**src/rtl/hazard_ctrl.sv**
```systemverilog
// Hazard and stall controller for the 5-stage pipeline.
// It issues load-use bubbles, control-hazard flushes and data-memory freezes, and keeps hazard statistics.
module hazard_ctrl #(
    parameter int unsigned MEM_TIMEOUT = 16
) (
    input  logic        clk,
    input  logic        rst,
    input  logic        idex_mem_read,
    input  logic [4:0]  idex_Rt,
    input  logic [4:0]  id_rs,
    input  logic [4:0]  id_rt,
    input  logic        id_uses_rs,
    input  logic        id_uses_rt,
    input  logic        branch_taken,
    input  logic        jump,
    input  logic        dmem_wait,
    output logic        pc_write,
    output logic        ifid_write,
    output logic        ifid_flush,
    output logic        idex_bubble,
    output logic        pipe_freeze,
    output logic        fault,
    output logic [15:0] lu_stalls,
    output logic [15:0] flushes
);

    localparam logic [1:0] S_RUN      = 2'd0;
    localparam logic [1:0] S_MEM_WAIT = 2'd1;
    localparam logic [1:0] S_FAULT    = 2'd2;
    localparam logic [7:0] TIMEOUT_CNT = 8'(MEM_TIMEOUT);

    logic [1:0]  r_state;
    logic [7:0]  r_wcnt;
    logic        r_fault;
    logic [15:0] r_lu_stalls;
    logic [15:0] r_flushes;

    logic w_lu;
    logic w_ch;
    logic w_freeze;
    logic w_lu_issue;
    logic w_flush_issue;

    // A load to $0 never creates a dependency, so it is excluded outright.
    assign w_lu = idex_mem_read && (idex_Rt != 5'd0) &&
                  ((id_uses_rs && (id_rs == idex_Rt)) ||
                   (id_uses_rt && (id_rt == idex_Rt)));
    assign w_ch     = branch_taken | jump;
    assign w_freeze = dmem_wait | (r_state == S_FAULT);

    assign w_lu_issue    = !rst && !w_freeze && w_lu;
    assign w_flush_issue = !rst && !w_freeze && !w_lu && w_ch;

    always_comb begin
        pc_write    = 1'b1;
        ifid_write  = 1'b1;
        ifid_flush  = 1'b0;
        idex_bubble = 1'b0;
        pipe_freeze = 1'b0;
        if (rst) begin
            // Push NOPs downstream while reset is held.
            pc_write    = 1'b0;
            ifid_write  = 1'b0;
            ifid_flush  = 1'b1;
            idex_bubble = 1'b1;
        end else if (w_freeze) begin
            pc_write    = 1'b0;
            ifid_write  = 1'b0;
            pipe_freeze = 1'b1;
        end else if (w_lu) begin
            pc_write    = 1'b0;
            ifid_write  = 1'b0;
            idex_bubble = 1'b1;
        end else if (w_ch) begin
            ifid_flush  = 1'b1;
        end
    end

    always_ff @(posedge clk) begin
        if (rst) begin
            r_state <= S_RUN;
            r_wcnt  <= 8'd0;
            r_fault <= 1'b0;
        end else begin
            case (r_state)
                S_RUN: begin
                    if (dmem_wait) begin
                        r_state <= S_MEM_WAIT;
                        r_wcnt  <= 8'd1;
                    end
                end
                S_MEM_WAIT: begin
                    if (!dmem_wait) begin
                        r_state <= S_RUN;
                        r_wcnt  <= 8'd0;
                    end else if (r_wcnt == TIMEOUT_CNT) begin
                        r_state <= S_FAULT;
                        r_fault <= 1'b1;
                    end else begin
                        r_wcnt <= r_wcnt + 8'd1;
                    end
                end
                S_FAULT: begin
                    r_state <= S_FAULT;
                end
                default: begin
                    r_state <= S_RUN;
                    r_wcnt  <= 8'd0;
                end
            endcase
        end
    end

    // Statistics saturate rather than wrap so long runs stay meaningful.
    always_ff @(posedge clk) begin
        if (rst) begin
            r_lu_stalls <= 16'd0;
            r_flushes   <= 16'd0;
        end else begin
            if (w_lu_issue && (r_lu_stalls != 16'hFFFF)) begin
                r_lu_stalls <= r_lu_stalls + 16'd1;
            end
            if (w_flush_issue && (r_flushes != 16'hFFFF)) begin
                r_flushes <= r_flushes + 16'd1;
            end
        end
    end

    assign fault     = r_fault;
    assign lu_stalls = r_lu_stalls;
    assign flushes   = r_flushes;

endmodule

```
**config.mk**
```make
export PLATFORM = sky130hd
export DESIGN_NAME = hazard_ctrl
export DESIGN_NICKNAME = d
export VERILOG_FILES = /design/src/rtl/hazard_ctrl.sv
export SDC_FILE = /design/constraint.sdc
export NUM_CORES = 1
export LEC_CHECK = 0
export CAP_MARGIN = 20
export CORE_MARGIN = 10
export CORE_UTILIZATION = 40
export CTS_CLUSTER_SIZE = 28
export DETAILED_ROUTE_END_ITERATION = 7
export DONT_BUFFER_PORTS = 1
export PLACE_DENSITY = 0.53
export SETUP_SLACK_MARGIN = 0.1
export SYNTH_ARGS = -nofsm -noshare
export SYNTH_HDL_FRONTEND = slang
export SYNTH_SLANG_ARGS = --single-unit
```
**constraint.sdc**
```tcl
create_clock -name clk -period 4.5 [get_ports clk]
set_input_delay 0.45 -clock clk [delete_from_list [all_inputs] [get_ports clk]]
set_output_delay 0.45 -clock clk [all_outputs]
set_load 0.02 [all_outputs]
```
==> results of run 1 <==
-- flip-flops by register name, indices dropped and copies added (netlist names) --
name and flops:
r_wcnt 8, fault 1, flushes 16, lu_stalls 16
r_state 2
-- report_power, final --
group	internal [mW]	leakage (nW)	switching (mW)
registers	0.384	0.347	0.00730
logic	0.0183	0.421	0.0257
clock network	0.109	0.0422	0.128
total	0.511	0.810	0.161
-- final timing paths --
kind	from	endpoint	slack [ns]	cells past startpoint
hold reg to reg	r_state[1]	r_state[0]	0.45	1
setup / recovery	lu_stalls[0]	lu_stalls[5]	1.58	7
setup reg to reg	lu_stalls[0]	lu_stalls[5]	1.58	7
hold / removal	rst	r_state[1]	0.21	1
-- cell usage in the layout (no fill, tap or decap), drive strengths merged, types with 2 or more instances in the layout --
| cell type | netlist | layout |
|---|---|---|
| a21oi | 23 | 23 |
| and2 | 4 | 4 |
| and3 | 7 | 7 |
| clkbuf | 8 | 7 |
| dfxtp | 43 | 43 |
| ha | 4 | 4 |
| inv | 6 | 6 |
| mux2 | 9 | 9 |
| nand2 | 28 | 28 |
| nand3 | 19 | 19 |
| nand4 | 13 | 13 |
| nor2 | 24 | 24 |
| nor2b | 9 | 9 |
| nor3 | 11 | 11 |
| nor3b | 2 | 2 |
| nor4b | 2 | 2 |
| o21a | 3 | 3 |
| o21ai | 14 | 14 |
| o31ai | 8 | 8 |
| or3 | 11 | 11 |
| or4 | 10 | 10 |
| xnor2 | 12 | 12 |
| xor2 | 6 | 6 |
-- routing by layer --
layer  part of all wire (%)  up-vias  track usage (%)  wire length (µm)
met5                      0        -                0                 0
met4                    1.1        0            3.691                65
met3                    7.0        6            4.792               415
met2                     48       36            20.00              2848
met1                     44      960            13.28              2569
li1                       -     1070                -                 -
-- cells by family (layout without fill, tap and decap cells) --
group | after synthesis | in the layout | synth area share, %
muxes | 10 | 10 | 4.569
AOI/OAI and AO/OA | 56 | 56 | 14.02
and+or+nand+nor | 145 | 145 | 33.27
buffers and inverters | 21 | 15 | 4.312
adders and majority gates | 4 | 4 | 2.053
DFF | 43 | 43 | 35.32
xor gates and xnor gates | 18 | 18 | 6.468
-- stage by stage --
stage / setup WS, ns / utilization (%) / power, mW / cells
after floorplan: 1.927 / - / 0.4441 / 297
after global placement: 1.655 / 41.48 / 0.4449 / 358
after detailed placement: 1.596 / 41.48 / 0.4448 / 358
after CTS: 1.576 / 42.86 / 0.6863 / 366
after global routing: 1.352 / 42.86 / 0.7071 / 366
final: 1.581 / 42.86 / 0.6715 / 366
-- area by class of cell --
type	instances	area (µm²)	share of cell area, %
clock buffers	7	76.32	3.008
multi-input cells	233	1471	57.99
flip-flops and latches	43	860.8	33.93
repair buffers	1	7.507	0.2959
well taps	75	93.84	3.698
clock inverters	1	5.005	0.1972
inverters	6	22.52	0.8876
-- worst reg2reg max path: stages, from the launching register on --
cell and delay, ns:
dfxtp_1 0.43, ha_1 0.29, and3_1 0.19, and3_1 0.20, a41oi_2 0.30, nand3_1 0.58, or4b_2 0.82, nand2_1 0.08
==> flow_summary.ini, run 1 <==
[synthesis]
synthArstFlopShare_pct = 0
yosysWarningCount = 0
synth-seq-cells = 43
yosysTopAreaCell = dfxtp_1
yosysMostFrequentCell = dfxtp_1
synth.net_count = 324
synth_area_leaders = dfxtp_1, a21oi_1, nand2_1
synthFlopType = dfxtp_1
syn_inst = 297
avgSynthCellArea_um2 = 8.207
synth_area_um2 = 2437
ys_types = 45
synth_common_cells = dfxtp_1, nand2_1, nor2_1
yosysSeqAreaShare_pct = 35.32
synth_top_area_share_pct = 35.32
synth_edf_count = 0

[timing]
period_minus_slack_ns = 2.919
period_share_pct = 64.86
slew_viol_final = 0
worst_slew_pin_slew_ns = 0.7464
fin_skew_ns = 0.01045
hold_viol = 0
rsz0062_at_grt = no
slew_headroom_pct = 50.10
fmax_ghz = 0.3426
holdWs_ns = 0.2147
fin_tns_setup_ns = 0
setup-violations-final = 0

[global_routing]
grt-ovfl-total = 0
grt_pass1_vias = 1921
grt_use_total_pct = 11.84
grt_pass1_wl_um = 9694
grt_max_degree = 48
grt_antenna_before_repair = 0

[pwr]
irDropWorstVdd_uv = 133.7
p_per_area_nw_per_um2 = 264.6
total_leakage_power_nw = 0.8099

[placement]
place.gp.congestion = 0.7852
dpl-instance-area_um2 = 2456
dp_hpwl_um = 4296
io_buffers = 0

[clocking]
post_cts_buffers = 0
root_buffer = clkbuf_8
cts_resized = 0
cts_tree = yes
ctsHoldBuffers = 0
cts_buffers = 5
cts_max_path_buffers = 2
worstSkewPairLatency_ns = 0.29
clock_sinks = 43
htree_levels = 2
clkSlewWorstSetupHoldPaths_ns = 0.08

[critical_path]
crit_type = reg2reg
crit_family = simple AND/OR/NAND/NOR gates
crit_chain = ha_1 > and3_1 > and3_1 > a41oi_2 > nand3_1 > or4b_2 > nand2_1
arrival_ns = 3.16
cpMostUsedCell = and3_1
cp_slowest_cell = or4b_2
required_ns = 4.74
critPathMaxStageDelay_ns = 0.81
worst-path-max-fanout = 24
start_kind = flip-flop
end_kind = flip-flop
path_buf_inv = 0

[routing]
drt_iter0_drc = 78
ant_nets = 0
routed_wl_um = 5898
drc_errors = 0
vias = 2072
viasPerCell = 5.661
dr.pass1.iters = 4
post_drt_wl_per_cell_um = 16.11

[layout]
drive_gt1_share_pct = 7.216
num-fill-cells = 623
fin_area_um2 = 2537
nets = 317
antenna_cells = 0
area_growth_syn_to_layout_pct = 4.107

[hold_path]
hp-class = in2reg

[die]
start_util_pct = 41.17
die_area_um2 = 9616
dieHeight_um = 98.06
die_x_um = 98.06
io_pins = 61
core_um2 = 5921
fp-row-count = 28

[job]
max_cap_violations = 0

[outcome]
status = complete, no violations
(Power assumes the default switching activity.)
==> run 2, diff against run 1 <==
==> constraint.sdc (replaced) <==
create_clock -name clk -period 3 [get_ports clk]
set_input_delay 0.3 -clock clk [delete_from_list [all_inputs] [get_ports clk]]
set_output_delay 0.3 -clock clk [all_outputs]
set_load 0.02 [all_outputs]
==> flow_summary.ini, run 2 (synthesis gave the netlist of run 1 again) <==
[outcome]
status = complete, no violations

[clocking]
worstSkewPairLatency_ns = 0.30
cts_max_path_buffers = 2
clkSlewWorstSetupHoldPaths_ns = 0.09
cts_buffers = 5
htree_levels = 2
cts_tree = yes
root_buffer = clkbuf_8
clock_sinks = 43
ctsHoldBuffers = 0

[timing]
hold_viol = 0
worst_slew_pin_slew_ns = 0.5309
fin_tns_setup_ns = 0
setup-violations-final = 0
fin_skew_ns = 0.01026
rsz0062_at_grt = no
fmax_ghz = 0.3947
period_minus_slack_ns = 2.534
period_share_pct = 84.46
slew_viol_final = 0
slew_headroom_pct = 64.54

[global_routing]
grt_use_total_pct = 11.93
grt_pass1_wl_um = 9818
grt_max_degree = 48
grt_pass1_vias = 1935
grt-ovfl-total = 0
grt_antenna_before_repair = 0

[pwr]
p_clk_share_pct = 35.8
seqPwrFrac_pct = 57.3
intPower_mw = 0.7657
p_sw_share_pct = 25.17
totalPowerFinal_mw = 1.023
total_leakage_power_nw = 0.8396
irDropWorstVdd_uv = 165.9
p_per_area_nw_per_um2 = 396.2
switchingPower_mw = 0.2576
combinationalPowerShare_pct = 6.9

[die]
dieHeight_um = 98.06
die_area_um2 = 9616
fp-row-count = 28
io_pins = 61
die_x_um = 98.06
core_um2 = 5921
start_util_pct = 41.17

[hold_path]
hp-class = in2reg
hp-start = rst
holdPathStages = 1
holdPathEnd = lu_stalls[14]

[critical_path]
path_buf_inv = 0
cpMostUsedCell = and3_1
worst-path-max-fanout = 18
required_ns = 3.25
critPathMaxStageDelay_ns = 0.69
r2r-end = lu_stalls[5]
r2r_start = lu_stalls[0]
rrSetupSlack_ns = 0.47
arrival_ns = 2.78
crit_type = reg2reg
start_kind = flip-flop
cp_slowest_cell = or4b_2
crit_family = simple AND/OR/NAND/NOR gates
end_kind = flip-flop
reg2reg_depth = 7
crit_chain = ha_1 > and3_1 > and3_1 > a41oi_2 > nand3_2 > or4b_2 > nand2_1

[routing]
ant_nets = 0
routed_wl_um = 5871
vias = 2044
dr.pass1.iters = 4
post_drt_wl_per_cell_um = 15.82
viasPerCell = 5.509
drt_iter0_drc = 95
drc_errors = 0

[placement]
io_buffers = 0
dp_hpwl_um = 4326
place.gp.congestion = 0.7576

[layout]
drive_gt1_share_pct = 9.797
num-fill-cells = 620
area_growth_syn_to_layout_pct = 5.955
multi_input_area_um2 = 1476
register_area_um2 = 860.8
final_common_cell = dfxtp_1
nets = 322
antenna_cells = 0
final_cell_mix = dfxtp_1, nand2_1, nor2_1

[job]
max_cap_violations = 0
run 2: cell types whose count changed in the layout (fill, tap and decap cells not counted):
cell	previous run	this run
nand3_1	19	18
clkinv_2	1	3
buf_4	1	6
nand3_2	0	1
clkbuf_1	2	0
run 2: cell type report:
type	instances	area share, %
Sequential cell	43	33.33
Inverter	6	0.8721
Tap cell	75	3.634
Clock inverter	3	0.5814
Multi-Input combinational cell	233	57.17
Timing Repair Buffer	6	1.744
Clock buffer	5	2.665
run 2: metrics by stage:
stage	setup slack [ns]	util, %	cell area [µm²]	hold slack (ns)	std cells
2_1_floorplan	0.7266	-	2437	0.4233	297
3_3_place_gp	0.3331	42.12	2494	0.3762	363
3_5_place_dp	0.2733	42.12	2494	0.3775	363
4_1_cts	0.2588	43.53	2577	0.05083	371
5_1_grt	0.2516	43.62	2582	0.04232	371
6_report	0.4663	43.62	2582	0.05649	371
run 2: worst max-delay path by stage:
stage / startpoint / endpoint / cells after the start
finish: lu_stalls[0] / lu_stalls[5] / 7
global route: lu_stalls[0] / lu_stalls[3] / 8
CTS: lu_stalls[0] / lu_stalls[5] / 7
detailed placement: lu_stalls[0] / lu_stalls[5] / 7
global placement: lu_stalls[0] / lu_stalls[5] / 7
floorplan: idex_Rt[1] / pc_write / 7
run 2: worst reg2reg max path, delay by kind of cell, from the launching register on:
kind	cells	cell delay, ns
simple gates	5	1.47
flops	1	0.43
compound gates	1	0.32
fa+ha+maj	1	0.28
run 2: power groups by stage:
| stage | combinational [mW] | sequential (mW) | clock, mW |
|---|---|---|---|
| 2_1_floorplan | 0.0694 | 0.597 | 0 |
| 3_3_place_gp | 0.0708 | 0.600 | 0 |
| 3_5_place_dp | 0.0716 | 0.600 | 0 |
| 4_1_cts | 0.0718 | 0.587 | 0.383 |
| 5_1_grt | 0.0809 | 0.588 | 0.406 |
| 6_report | 0.0707 | 0.586 | 0.366 |
run 2: layer usage:
layer,global-route usage [%],routed length [µm]
met1,15.29,2771
met2,18.32,2706
met3,4.017,350
met4,3.691,43
met5,0,0
run 2: timing repair:
item                                    CTS  global route
resized for setup                         0             1
setup buffers                             0             0
endpoints found under the setup margin    0             3
==> run 3, diff against run 2 <==
==> constraint.sdc (replaced) <==
create_clock -name clk -period 2.45 [get_ports clk]
set_input_delay 0.245 -clock clk [delete_from_list [all_inputs] [get_ports clk]]
set_output_delay 0.245 -clock clk [all_outputs]
set_load 0.02 [all_outputs]
==> flow_summary.ini, run 3 (synthesis gave the netlist of run 1 again) <==
[outcome]
status = complete, no violations

[layout]
final_cell_mix = dfxtp_1, nand2_1, nor2_1
drive_gt1_share_pct = 13.74
antenna_cells = 0
nets = 339
area_growth_syn_to_layout_pct = 11.19
num-fill-cells = 603
final_common_cell = dfxtp_1
fin_area_um2 = 2710

[timing]
fin_skew_ns = 0.01033
fin_tns_setup_ns = 0
slew_viol_final = 0
period_minus_slack_ns = 2.197
slew_headroom_pct = 66.15
hold_viol = 0
worst_slew_pin_slew_ns = 0.5067
setup-violations-final = 0
rsz0062_at_grt = no
period_share_pct = 89.65
fmax_ghz = 0.4553

[routing]
drc_errors = 0
vias = 2148
drt_iter0_drc = 142
routed_wl_um = 6345
viasPerCell = 5.536
post_drt_wl_per_cell_um = 16.35
ant_nets = 0
dr.pass1.iters = 4

[hold_path]
hp-class = in2reg

[global_routing]
grt_use_total_pct = 12.85
grt_antenna_before_repair = 0
grt_pass1_vias = 2115
grt_pass1_wl_um = 10560
grt_max_degree = 47
grt-ovfl-total = 0

[critical_path]
end_kind = flip-flop
crit_type = reg2reg
worst-path-max-fanout = 10
start_kind = flip-flop
arrival_ns = 2.44
required_ns = 2.69

[clocking]
htree_levels = 2
cts_buffers = 5
post_cts_buffers = 0
root_buffer = clkbuf_8
cts_max_path_buffers = 2
worstSkewPairLatency_ns = 0.30
clkSlewWorstSetupHoldPaths_ns = 0.09
cts_tree = yes
clock_sinks = 43

[job]
max_cap_violations = 0

[die]
fp-row-count = 28
core_um2 = 5921
start_util_pct = 41.17
die_x_um = 98.06
dieHeight_um = 98.06
die_area_um2 = 9616
io_pins = 61

[pwr]
p_per_area_nw_per_um2 = 465.0
irDropWorstVdd_uv = 252.0
total_leakage_power_nw = 0.9236
totalPowerFinal_mw = 1.260

[placement]
dp_hpwl_um = 4662
io_buffers = 0
place.gp.congestion = 0.7573
dpl-instance-area_um2 = 2614
==> run 3: changes by cell type in the layout (fill, tap and decap cells not counted) <==
| cell | delta |
|---|---|
| buf_4 | +16 |
| clkinv_2 | -2 |
| dlygate4sd3_1 | +1 |
| clkbuf_1 | +2 |
==> run 3: worst max-delay path: stages (launching register included) <==
cell,delay [ns]
dfxtp_1,0.51
nand2b_1,0.19
and2_1,0.24
o21ai_2,0.18
or4_1,0.57
or3_1,0.32
a21oi_1,0.14
==> run 3: worst paths after layout <==
check              from          end  slack [ns]  cells after the start
max          r_state[0]  flushes[15]        0.25                      6
min                 rst        fault        0.01                      1
max reg2reg  r_state[0]  flushes[15]        0.25                      6
min reg2reg  r_state[1]   r_state[0]        0.48                      1
==> run 3: where the power goes <==
group          switching, mW  internal [mW]
combinational         0.0591         0.0441
sequential           0.00655          0.704
clock                  0.245          0.201
total                  0.311          0.949
==> run 3: area by class of cell <==
type | count | area [µm²] | share of cell area, %
clock buffers | 7 | 76.32 | 2.816
clock inverters | 1 | 5.005 | 0.1847
repair buffers | 23 | 175.2 | 6.464
inverters | 6 | 22.52 | 0.8310
flip-flops and latches | 43 | 860.8 | 31.76
multi-input cells | 233 | 1476 | 54.48
well taps | 75 | 93.84 | 3.463
==> run 3: layer usage <==
layer	up-vias	global-route usage [%]	share of wire, %
li1	1108	-	-
met1	997	15.36	46
met2	36	20.86	47
met3	7	4.440	6.1
met4	0	4.474	1.4
met5	-	0	0
==> run 3: what timing repair did <==
item,CTS,global route
resized for setup,0,1
setup endpoints to repair,0,8
hold buffers,1,0
hold endpoints to repair,2,0
==> run 3: through the flow <==
step | utilization, % | hold WS, ns | setup slack [ns] | instances
after floorplan | - | 0.4054 | 0.2597 | 297
after global placement | 44.15 | 0.3217 | 0.2413 | 379
after detailed placement | 44.15 | 0.3246 | 0.1913 | 379
after CTS | 45.69 | 0.0001513 | 0.1796 | 388
after global routing | 45.77 | 0.0006869 | 0.1058 | 388
final | 45.77 | 0.01159 | 0.2535 | 388
